File: src/rtl/snake_head_stepper.sv
`timescale 1ns/1ps
`default_nettype none
// ============================================================================
// Module      : snake_head_stepper
// Description : Owns the snake head coordinate and advances it one cell per
//               game tick. Supplies the per-axis 5-bit adder operands and
//               applies grid wrap or wall death to the sum. Also handles the
//               direction requests, the tick prescaler and run/idle/dead
//               control.
//               Optional feature macro: WALL_DEATH_EN (undefined = wrap mode).
// Revision    : 1.0 - initial release
// ============================================================================
module snake_head_stepper #(
    parameter int TICK_DIV = 16_000_000,
    parameter int GRID_W   = 32,
    parameter int GRID_H   = 32,
    parameter int START_X  = 16,
    parameter int START_Y  = 16
) (
    input  logic       clk,
    input  logic       rst,
    input  logic       start,
    input  logic       pause,
    input  logic [3:0] dir_btn,
    output logic [4:0] head_x,
    output logic [4:0] head_y,
    output logic [1:0] dir,
    output logic       step,
    output logic       running,
    output logic       dead
);

    localparam int                 c_CNT_W    = (TICK_DIV > 2) ? $clog2(TICK_DIV) : 1;
    localparam logic [c_CNT_W-1:0] c_CNT_LAST = c_CNT_W'(TICK_DIV - 1);
    localparam logic [c_CNT_W-1:0] c_CNT_ONE  = c_CNT_W'(1);
    localparam logic [c_CNT_W-1:0] c_CNT_ZERO = '0;

    localparam logic [4:0] c_START_X = 5'(START_X);
    localparam logic [4:0] c_START_Y = 5'(START_Y);
    localparam logic [4:0] c_MAX_X   = 5'(GRID_W - 1);
    localparam logic [4:0] c_MAX_Y   = 5'(GRID_H - 1);
    localparam logic [4:0] c_PLUS1   = 5'b00001;
    localparam logic [4:0] c_MINUS1  = 5'b11111;

    localparam logic [1:0] c_IDLE = 2'd0;
    localparam logic [1:0] c_RUN  = 2'd1;
    localparam logic [1:0] c_DEAD = 2'd2;

    localparam logic [1:0] c_UP    = 2'd0;
    localparam logic [1:0] c_RIGHT = 2'd1;
    localparam logic [1:0] c_DOWN  = 2'd2;
    localparam logic [1:0] c_LEFT  = 2'd3;

    logic [1:0]         r_state;
    logic [4:0]         r_headX;
    logic [4:0]         r_headY;
    logic [1:0]         r_dir;
    logic [1:0]         r_pending;
    logic [c_CNT_W-1:0] r_tickCnt;
    logic               r_step;
    logic               r_running;
    logic               r_dead;

    logic       w_reqValid;
    logic [1:0] w_req;
    logic       w_reqAccept;
    logic [4:0] w_deltaX;
    logic [4:0] w_deltaY;
    logic [4:0] w_sumX;
    logic [4:0] w_sumY;
    logic       w_moveX;
    logic       w_oob;
    logic [4:0] w_nextX;
    logic [4:0] w_nextY;
    logic       w_tickDue;

    // Reduce the button vector to one request (up > right > down > left) and reject reversals of the committed direction.
    always_comb begin
        w_reqValid = |dir_btn;
        w_req      = c_LEFT;
        if (dir_btn[3]) begin
            w_req = c_UP;
        end else if (dir_btn[2]) begin
            w_req = c_RIGHT;
        end else if (dir_btn[1]) begin
            w_req = c_DOWN;
        end
        w_reqAccept = w_reqValid && (w_req != (r_dir ^ 2'b10));
    end

    // Adder operands and sums; the move uses the pending direction, and range is judged on the pre-add coordinate.
    always_comb begin
        w_moveX  = (r_pending == c_RIGHT) || (r_pending == c_LEFT);
        w_deltaX = (r_pending == c_LEFT) ? c_MINUS1 : c_PLUS1;
        w_deltaY = (r_pending == c_UP)   ? c_MINUS1 : c_PLUS1;
        w_sumX   = r_headX + w_deltaX;
        w_sumY   = r_headY + w_deltaY;
        w_oob    = ((r_pending == c_RIGHT) && (r_headX == c_MAX_X)) ||
                   ((r_pending == c_LEFT)  && (r_headX == 5'd0))    ||
                   ((r_pending == c_DOWN)  && (r_headY == c_MAX_Y)) ||
                   ((r_pending == c_UP)    && (r_headY == 5'd0));
        w_nextX  = r_headX;
        w_nextY  = r_headY;
        if (w_moveX) begin
            if (w_oob) begin
                w_nextX = (r_pending == c_RIGHT) ? 5'd0 : c_MAX_X;
            end else begin
                w_nextX = w_sumX;
            end
        end else begin
            if (w_oob) begin
                w_nextY = (r_pending == c_DOWN) ? 5'd0 : c_MAX_Y;
            end else begin
                w_nextY = w_sumY;
            end
        end
        w_tickDue = (r_state == c_RUN) && !pause && (r_tickCnt == c_CNT_LAST);
    end

    // Control state, prescaler, direction registers and head position.
    always_ff @(posedge clk) begin
        if (rst) begin
            r_state   <= c_IDLE;
            r_headX   <= c_START_X;
            r_headY   <= c_START_Y;
            r_dir     <= c_RIGHT;
            r_pending <= c_RIGHT;
            r_tickCnt <= c_CNT_ZERO;
            r_step    <= 1'b0;
            r_running <= 1'b0;
            r_dead    <= 1'b0;
        end else begin
            r_step <= 1'b0;
            if (((r_state == c_IDLE) || (r_state == c_DEAD)) && start) begin
                // A (re)start reloads everything; a request in the same cycle is overridden.
                r_state   <= c_RUN;
                r_headX   <= c_START_X;
                r_headY   <= c_START_Y;
                r_dir     <= c_RIGHT;
                r_pending <= c_RIGHT;
                r_tickCnt <= c_CNT_ZERO;
                r_running <= 1'b1;
                r_dead    <= 1'b0;
            end else begin
                if (w_reqAccept) begin
                    r_pending <= w_req;
                end
                if (w_tickDue) begin
                    r_tickCnt <= c_CNT_ZERO;
                    r_dir     <= r_pending;
`ifdef WALL_DEATH_EN
                    if (w_oob) begin
                        r_state   <= c_DEAD;
                        r_running <= 1'b0;
                        r_dead    <= 1'b1;
                    end else begin
                        r_headX <= w_nextX;
                        r_headY <= w_nextY;
                        r_step  <= 1'b1;
                    end
`else
                    r_headX <= w_nextX;
                    r_headY <= w_nextY;
                    r_step  <= 1'b1;
`endif
                end else if ((r_state == c_RUN) && !pause) begin
                    r_tickCnt <= r_tickCnt + c_CNT_ONE;
                end
            end
        end
    end

    assign head_x  = r_headX;
    assign head_y  = r_headY;
    assign dir     = r_dir;
    assign step    = r_step;
    assign running = r_running;
    assign dead    = r_dead;

endmodule
`default_nettype wire

File: config.mk
export PLATFORM = sky130hd
export DESIGN_NAME = snake_head_stepper
export DESIGN_NICKNAME = d
export VERILOG_FILES = /design/src/rtl/snake_head_stepper.sv
export SDC_FILE = /design/constraint.sdc
export NUM_CORES = 1
export LEC_CHECK = 0
export BUFFER_PORTS_ARGS = -buffer_cell sky130_fd_sc_hd__buf_2
export CAP_MARGIN = 20
export CORE_UTILIZATION = 52
export CTS_CLUSTER_DIAMETER = 150
export DETAILED_ROUTE_END_ITERATION = 10
export HOLD_SLACK_MARGIN = 0.02
export PLACE_DENSITY = 0.81
export SYNTH_ARGS = -nofsm -noshare
export SYNTH_HDL_FRONTEND = slang
export SYNTH_SLANG_ARGS = --single-unit
File: constraint.sdc
create_clock -name clk -period 2 [get_ports clk]
set_clock_uncertainty 0.05 [all_clocks]
set_input_delay 0.2 -clock clk [delete_from_list [all_inputs] [get_ports clk]]
set_output_delay 0.2 -clock clk [all_outputs]
set_load 0.1 [all_outputs]
* After elaboration in Yosys (flattened, before gate mapping) *
Cells that the tools add are included.

word-level totals
  flip-flop bits (word level) = 40
  bits of input ports = 8
  output and inout bits = 15
  logic and storage cells = 51

operators by class
  add/sub/neg operators = 3
  equal/unequal tests = 7
  muxes and demuxes = 10
  bitwise gates (word level) = 2
  reductions and logical operators = 22

operator list
  cell                     count
  $mux W5                  6
  $add A24 B1 Y24 const B  1
  $eq A24 B24 Y1 const B   1
  $add A5 B5 Y5            2
  $eq A5 B5 Y1 const B     2
  $logic_not A5 Y1         2
  $logic_and A1 B1 Y1      8
  $eq A2 B2 Y1 const B     2
  $logic_not A2 Y1         2
  $logic_or A1 B1 Y1       4
  $mux W2                  2
  $reduce_and A2 Y1        2
  $reduce_or A4 Y1         1
  $reduce_or A3 Y1         1
  $eq A2 B1 Y1 const B     1
  $mux W1                  2
  $ne A2 B2 Y1             1
  $not A1 Y1               2
  $reduce_or A2 Y1         1
  $logic_not A1 Y1         1

* Longest topological paths before layout *
  depth in word-level cells = 6
  gate-level depth with buffers = 9
  depth with buffers taken out = 8

* Least setup slack after synthesis *
No wires, ideal clock.

  path kind = register to register
  from = register r_state[0]
  to = register r_headX[2], in the netlist head_x[2]
  setup time = 118 ps
  arrival time = 2,495 ps
  required time = 1,832 ps
  slack = -663 ps
  stages on the path, launching flop included = 7
  path buffers = 0
  period minus slack after synthesis = 2,663 ps
  cells stage by stage = dfxtp_1 nand4b_1 nor3_2 nand4_1 nor2_1 o21ai_0 a32o_1

on the way
  longest elaborated chain between the ends = 3
  elaborated cells between the ends (all ways) = 6
  those cells by class = 6 x reduce/logical

RTL lines
  what                                                             RTL line  text
  start: declaration                                               54        logic [1:0] r_state;
  start signal: assignment                                         123       r_state <= c_IDLE;
  start signal: assignment                                         136       r_state <= c_RUN;
  $logic_not A2 Y1 or $logic_and A1 B1 Y1 (tied branches)          134, 117
  $logic_and A1 B1 Y1 (on tied branches)                           134, 117
  $reduce_or A2 Y1 (no line) or $reduce_and A2 Y1 (tied branches)  n/a
  end signal: assignment                                           124       r_headX <= c_START_X;
  end signal: assignment                                           137       r_headX <= c_START_X;
  end signal: assignment                                           162       r_headX <= w_nextX;
  end: declaration                                                 55        logic [4:0] r_headX;

Several ways; a longest one is shown, not always the timed one.
A chain may end at the register's enable or synchronous reset.

* Final worst setup path *
  from = register r_pending[0]
  to = register r_headX[2], in the netlist head_x[2]

on the way
  longest elaborated chain between the ends = 6
  elaborated cells between the ends (all ways) = 17
  those cells by class = 1 x add/sub; 3 x eq/ne; 3 x mux; 10 x reduce/logical

RTL lines
  what                                                                   RTL line  text
  start: declaration                                                     58        logic [1:0] r_pending;
  start signal: assignment                                               127       r_pending <= c_RIGHT;
  start signal: assignment                                               140       r_pending <= c_RIGHT;
  start signal: assignment                                               146       r_pending <= w_req;
  parallel branches: the longest is 6 deep, another holds $add A5 B5 Y5  n/a

Several ways; the timed one is not identified.

==> run summary <==
- post-synthesis share of cell area spent on full adders, half adders and majority gates: 1.790%
- Post-Synth Simple-Gate Area: 28.46%
- largest cells by area after synthesis: sky130_fd_sc_hd__dfxtp_1 (38%), sky130_fd_sc_hd__nor2_1 (7.3%), sky130_fd_sc_hd__xnor2_1 (5.4%)
- Clock transition at path regs: 0.08 ns
- Logic pwr share: 9.2%
- antenna violations before repair: 0
- largest stage delay on the critical path: 0.34 ns
- placed wire-length estimate: 3345 um
- aggregate global routing overflow: 0
- worst hold-check slack: 0.03791 ns
- post-route DRC violation count: 0
- slowest library cell on the worst path: sky130_fd_sc_hd__dfxtp_2
- synthesized cell area: 2097 um^2
- worst reg-to-reg path cell count: 6
- Commonest cells post-synth: sky130_fd_sc_hd__nor2_1 (41), sky130_fd_sc_hd__dfxtp_1 (40), sky130_fd_sc_hd__nand2_1 (29)
- total detailed-routing wirelength: 4587 um
- count of synthesis-stage warnings from yosys: 0
- static power due to leakage: 0.0009458 uW
- DR iter-0 viols: 95
- starting density of the core: 55.61%
- number of nets with antenna violations after routing: 0
- Top delay family on crit path: simple AND/OR/NAND/NOR gates
- setup ws final: 0.03746 ns
- cell count of the worst hold path: 2
- internal cell power: 1095 uW
- final setup fails: 0
- part of the total power dissipated in the clock network: 36.1%
- setup slack, reg-to-reg: 0.04 ns
- pre-CTS WS: -0.02028 ns
- share of flip-flops with an asynchronous set or reset after synthesis: 0%
- clock tree from TritonCTS: done
- worst reg2reg endpoint: head_x[2]$_SDFFE_PP0P_
- # clock sinks: 40
- clock period minus final worst setup slack: 1.963 ns
- Detailed Routing Iterations Pass 1: 4
- floorplan die area: 4291 um^2
- reg-to-reg critical path startpoint: r_pending[0]$_SDFFE_PP1P_
- xor/xnor cell area share of the yosys netlist: 10.44%
- number of hold violations in the final report: 0
- launch instance of the worst min-delay path: rst
- maximum clock path buffer count: 2
- area share of the leading cell type in the synthesized netlist: 38.19%
- combinational family with the most area after synthesis: simple AND/OR/NAND/NOR gates
- Peak Freq: 0.5095 GHz
- DIE WIDTH: 65.51 um
- latest clock arrival within the worst-skew pair: 0.29 ns
- Worst EP required: 2.14 ns
- proportion of synthesized area in mux cells: 2.506%
- final-report max-slew violation count: 0
- critical path data arrival time: 2.10 ns
- unique cell type count in the Yosys netlist: 47
- switching power of the nets: 372.5 uW
- portion of the clock cycle consumed by the worst path in the final layout: 98.13%
- worst vdd ir: 0.4438 mV
- total track usage: 23.01%
- main flop type after synthesis: sky130_fd_sc_hd__dfxtp_1
- average footprint of a synthesized cell: 8.256 um^2
- number of maximum-capacitance constraint violations: 0
- net switching share of the total power: 25.39%
- share of the core filled with cells in the final layout: 68.15%
- complex-gate fraction of the synthesized area: 15.21%
- maximum level of the CTS H-tree: 2
- Pwr per Cell Area: 571.0 nW/um^2
- via total after detailed routing: 1962
- global-route wire length before repair: 7652 um
- number of synthesized register bits: 40
- area added between synthesis and finish: 22.55%
- count of flip-flops with a built-in enable after synthesis: 0
- critical path class: flop to flop
- most frequent cell after synthesis: sky130_fd_sc_hd__nor2_1
- count of hold buffers inserted by post-cts repair: 0
- maximum number of pins on one net before global-route repair: 14
- ports placed on the boundary: 23
- number of CTS-inserted buffers: 5
- unrepaired setup endpoints after global routing: true
- type of element capturing the critical path: flop
- type of element launching the critical path: flop
- GP Congestion: 0.9255
- cell at the root of the clock tree: sky130_fd_sc_hd__clkbuf_8
- end point of the worst hold path: r_state[0]$_SDFFE_PP0P_
- part of the Yosys area used for sequential elements: 38.19%
- register share of total power: 54.7%
- largest fanout on the critical path: 6
- combined buffer and inverter count along the critical path: 1
- share of post-route cells with drive strength above 1: 27.30%
- status: complete, no violations
- vertical extent of the die: 65.51 um
- cells after synthesis: 254
- post-DR wirelength/cell: 13.03 um
- antenna diode count: 0
- number of port buffers: 21
- Post-Syn Nets: 265
- Yosys top cell by area: sky130_fd_sc_hd__dfxtp_1
- nets: 314
- number of global-route vias before repair: 1729
- type of the most critical hold path: primary input to flop
- Site Rows: 22
- cells traversed along the worst timing path: or2_1 > or3_4 > o41ai_4 > buf_4 > mux2_4 > a32o_1
- vias per std cell: 5.574
- area of the core region: 3771 um^2
## sequential cells by signal (all words and copies together) (netlist names)
name       cells
dir            2
r_pending      2
step           1
head_x         5
r_state        1
head_y         5
r_tickCnt     24
## logic make-up (layout without fill, tap and decap cells)
family	count (synthesis)	count (layout)
AOI/OAI and AO/OA	46	46
buffers and inverters	11	61
and+or+nand+nor	123	123
adders and majority gates	3	3
DFF	40	40
other	1	1
xor gates and xnor gates	25	25
muxes	5	5
## per-layer routing
metal / vias to the layer above / track usage [%] / share of wire [%]
met3: 5 / 5.382 / 3.8
met5: - / 0 / 0
met4: 0 / 7.609 / 0.92
met2: 41 / 38.53 / 47
li1: 994 / - / -
met1: 922 / 28.82 / 48
## worst register-to-register path, cell delays in order, from the launching register on
cell and delay (ns):
sky130_fd_sc_hd__dfxtp_2 0.34, sky130_fd_sc_hd__or2_1 0.22, sky130_fd_sc_hd__or3_4 0.34, sky130_fd_sc_hd__o41ai_4 0.20
sky130_fd_sc_hd__buf_4 0.20, sky130_fd_sc_hd__mux2_4 0.30, sky130_fd_sc_hd__a32o_1 0.21
## how the worst max path moves through the flow
| stage | end | start | slack (ns) | depth (start not counted) |
|---|---|---|---|---|
| floorplan | head_x[2]$_SDFFE_PP0P_ | r_pending[0]$_SDFFE_PP1P_ | -0.13 | 7 |
| global placement | head_y[2]$_SDFFE_PP0P_ | r_pending[1]$_SDFFE_PP0P_ | 0.03 | 8 |
| detailed placement | head_x[2]$_SDFFE_PP0P_ | r_pending[0]$_SDFFE_PP1P_ | -0.02 | 5 |
| CTS | head_x[2]$_SDFFE_PP0P_ | r_pending[1]$_SDFFE_PP0P_ | 0.007 | 8 |
| global route | head_x[2]$_SDFFE_PP0P_ | r_pending[1]$_SDFFE_PP0P_ | -0.04 | 6 |
| finish | head_x[2]$_SDFFE_PP0P_ | r_pending[0]$_SDFFE_PP1P_ | 0.04 | 6 |
## power groups by stage
| stage | Combinational [uW] | Clock [uW] | Sequential [uW] |
|---|---|---|---|
| floorplan | 81.3 | 0 | 830 |
| global placement | 124 | 0 | 821 |
| detailed placement | 125 | 0 | 821 |
| CTS | 126 | 530 | 802 |
| global route | 146 | 561 | 804 |
| finish | 135 | 530 | 803 |
## area by class of cell
cell class,instances,area [um^2]
Timing Repair Buffer,49,319.1
Clock inverter,2,12.51
Multi-Input combinational cell,203,1265
Sequential cell,40,825.8
Tap cell,48,60.06
Clock buffer,6,72.57
Fill cell,295,1201
Inverter,4,15.01
## through the flow
stage | cell area, um^2 | std cells | total power [uW] | TNS (ns)
after detailed placement | 2410 | 339 | 946.0 | -0.02028
after CTS | 2522 | 348 | 1459 | 0
after global routing | 2570 | 352 | 1511 | -0.05660
final | 2570 | 352 | 1468 | 0
after floorplan | 2127 | 254 | 911.7 | -0.3857
after global placement | 2410 | 339 | 944.2 | 0
## placed cells by master, fill, tap and decap left out, types with 4 or more instances in the layout
cell type,instances
sky130_fd_sc_hd__a21oi_1,8
sky130_fd_sc_hd__and3_1,5
sky130_fd_sc_hd__buf_2,21
sky130_fd_sc_hd__buf_4,27
sky130_fd_sc_hd__clkbuf_8,5
sky130_fd_sc_hd__dfxtp_1,26
sky130_fd_sc_hd__dfxtp_2,11
sky130_fd_sc_hd__inv_1,4
sky130_fd_sc_hd__nand2_1,29
sky130_fd_sc_hd__nand3_1,9
sky130_fd_sc_hd__nand4_1,7
sky130_fd_sc_hd__nor2_1,39
sky130_fd_sc_hd__nor3_1,6
sky130_fd_sc_hd__nor3_2,5
sky130_fd_sc_hd__o21ai_0,11
sky130_fd_sc_hd__o22ai_1,5
sky130_fd_sc_hd__xnor2_1,13
sky130_fd_sc_hd__xor2_1,12
## repair_timing
item	CTS	global route
gates resized for setup	4	7
endpoints found under the setup margin	4	33
pin swaps	0	5
buffers inserted	1	5
No activity file was read; power rests on OpenSTA's default activity.
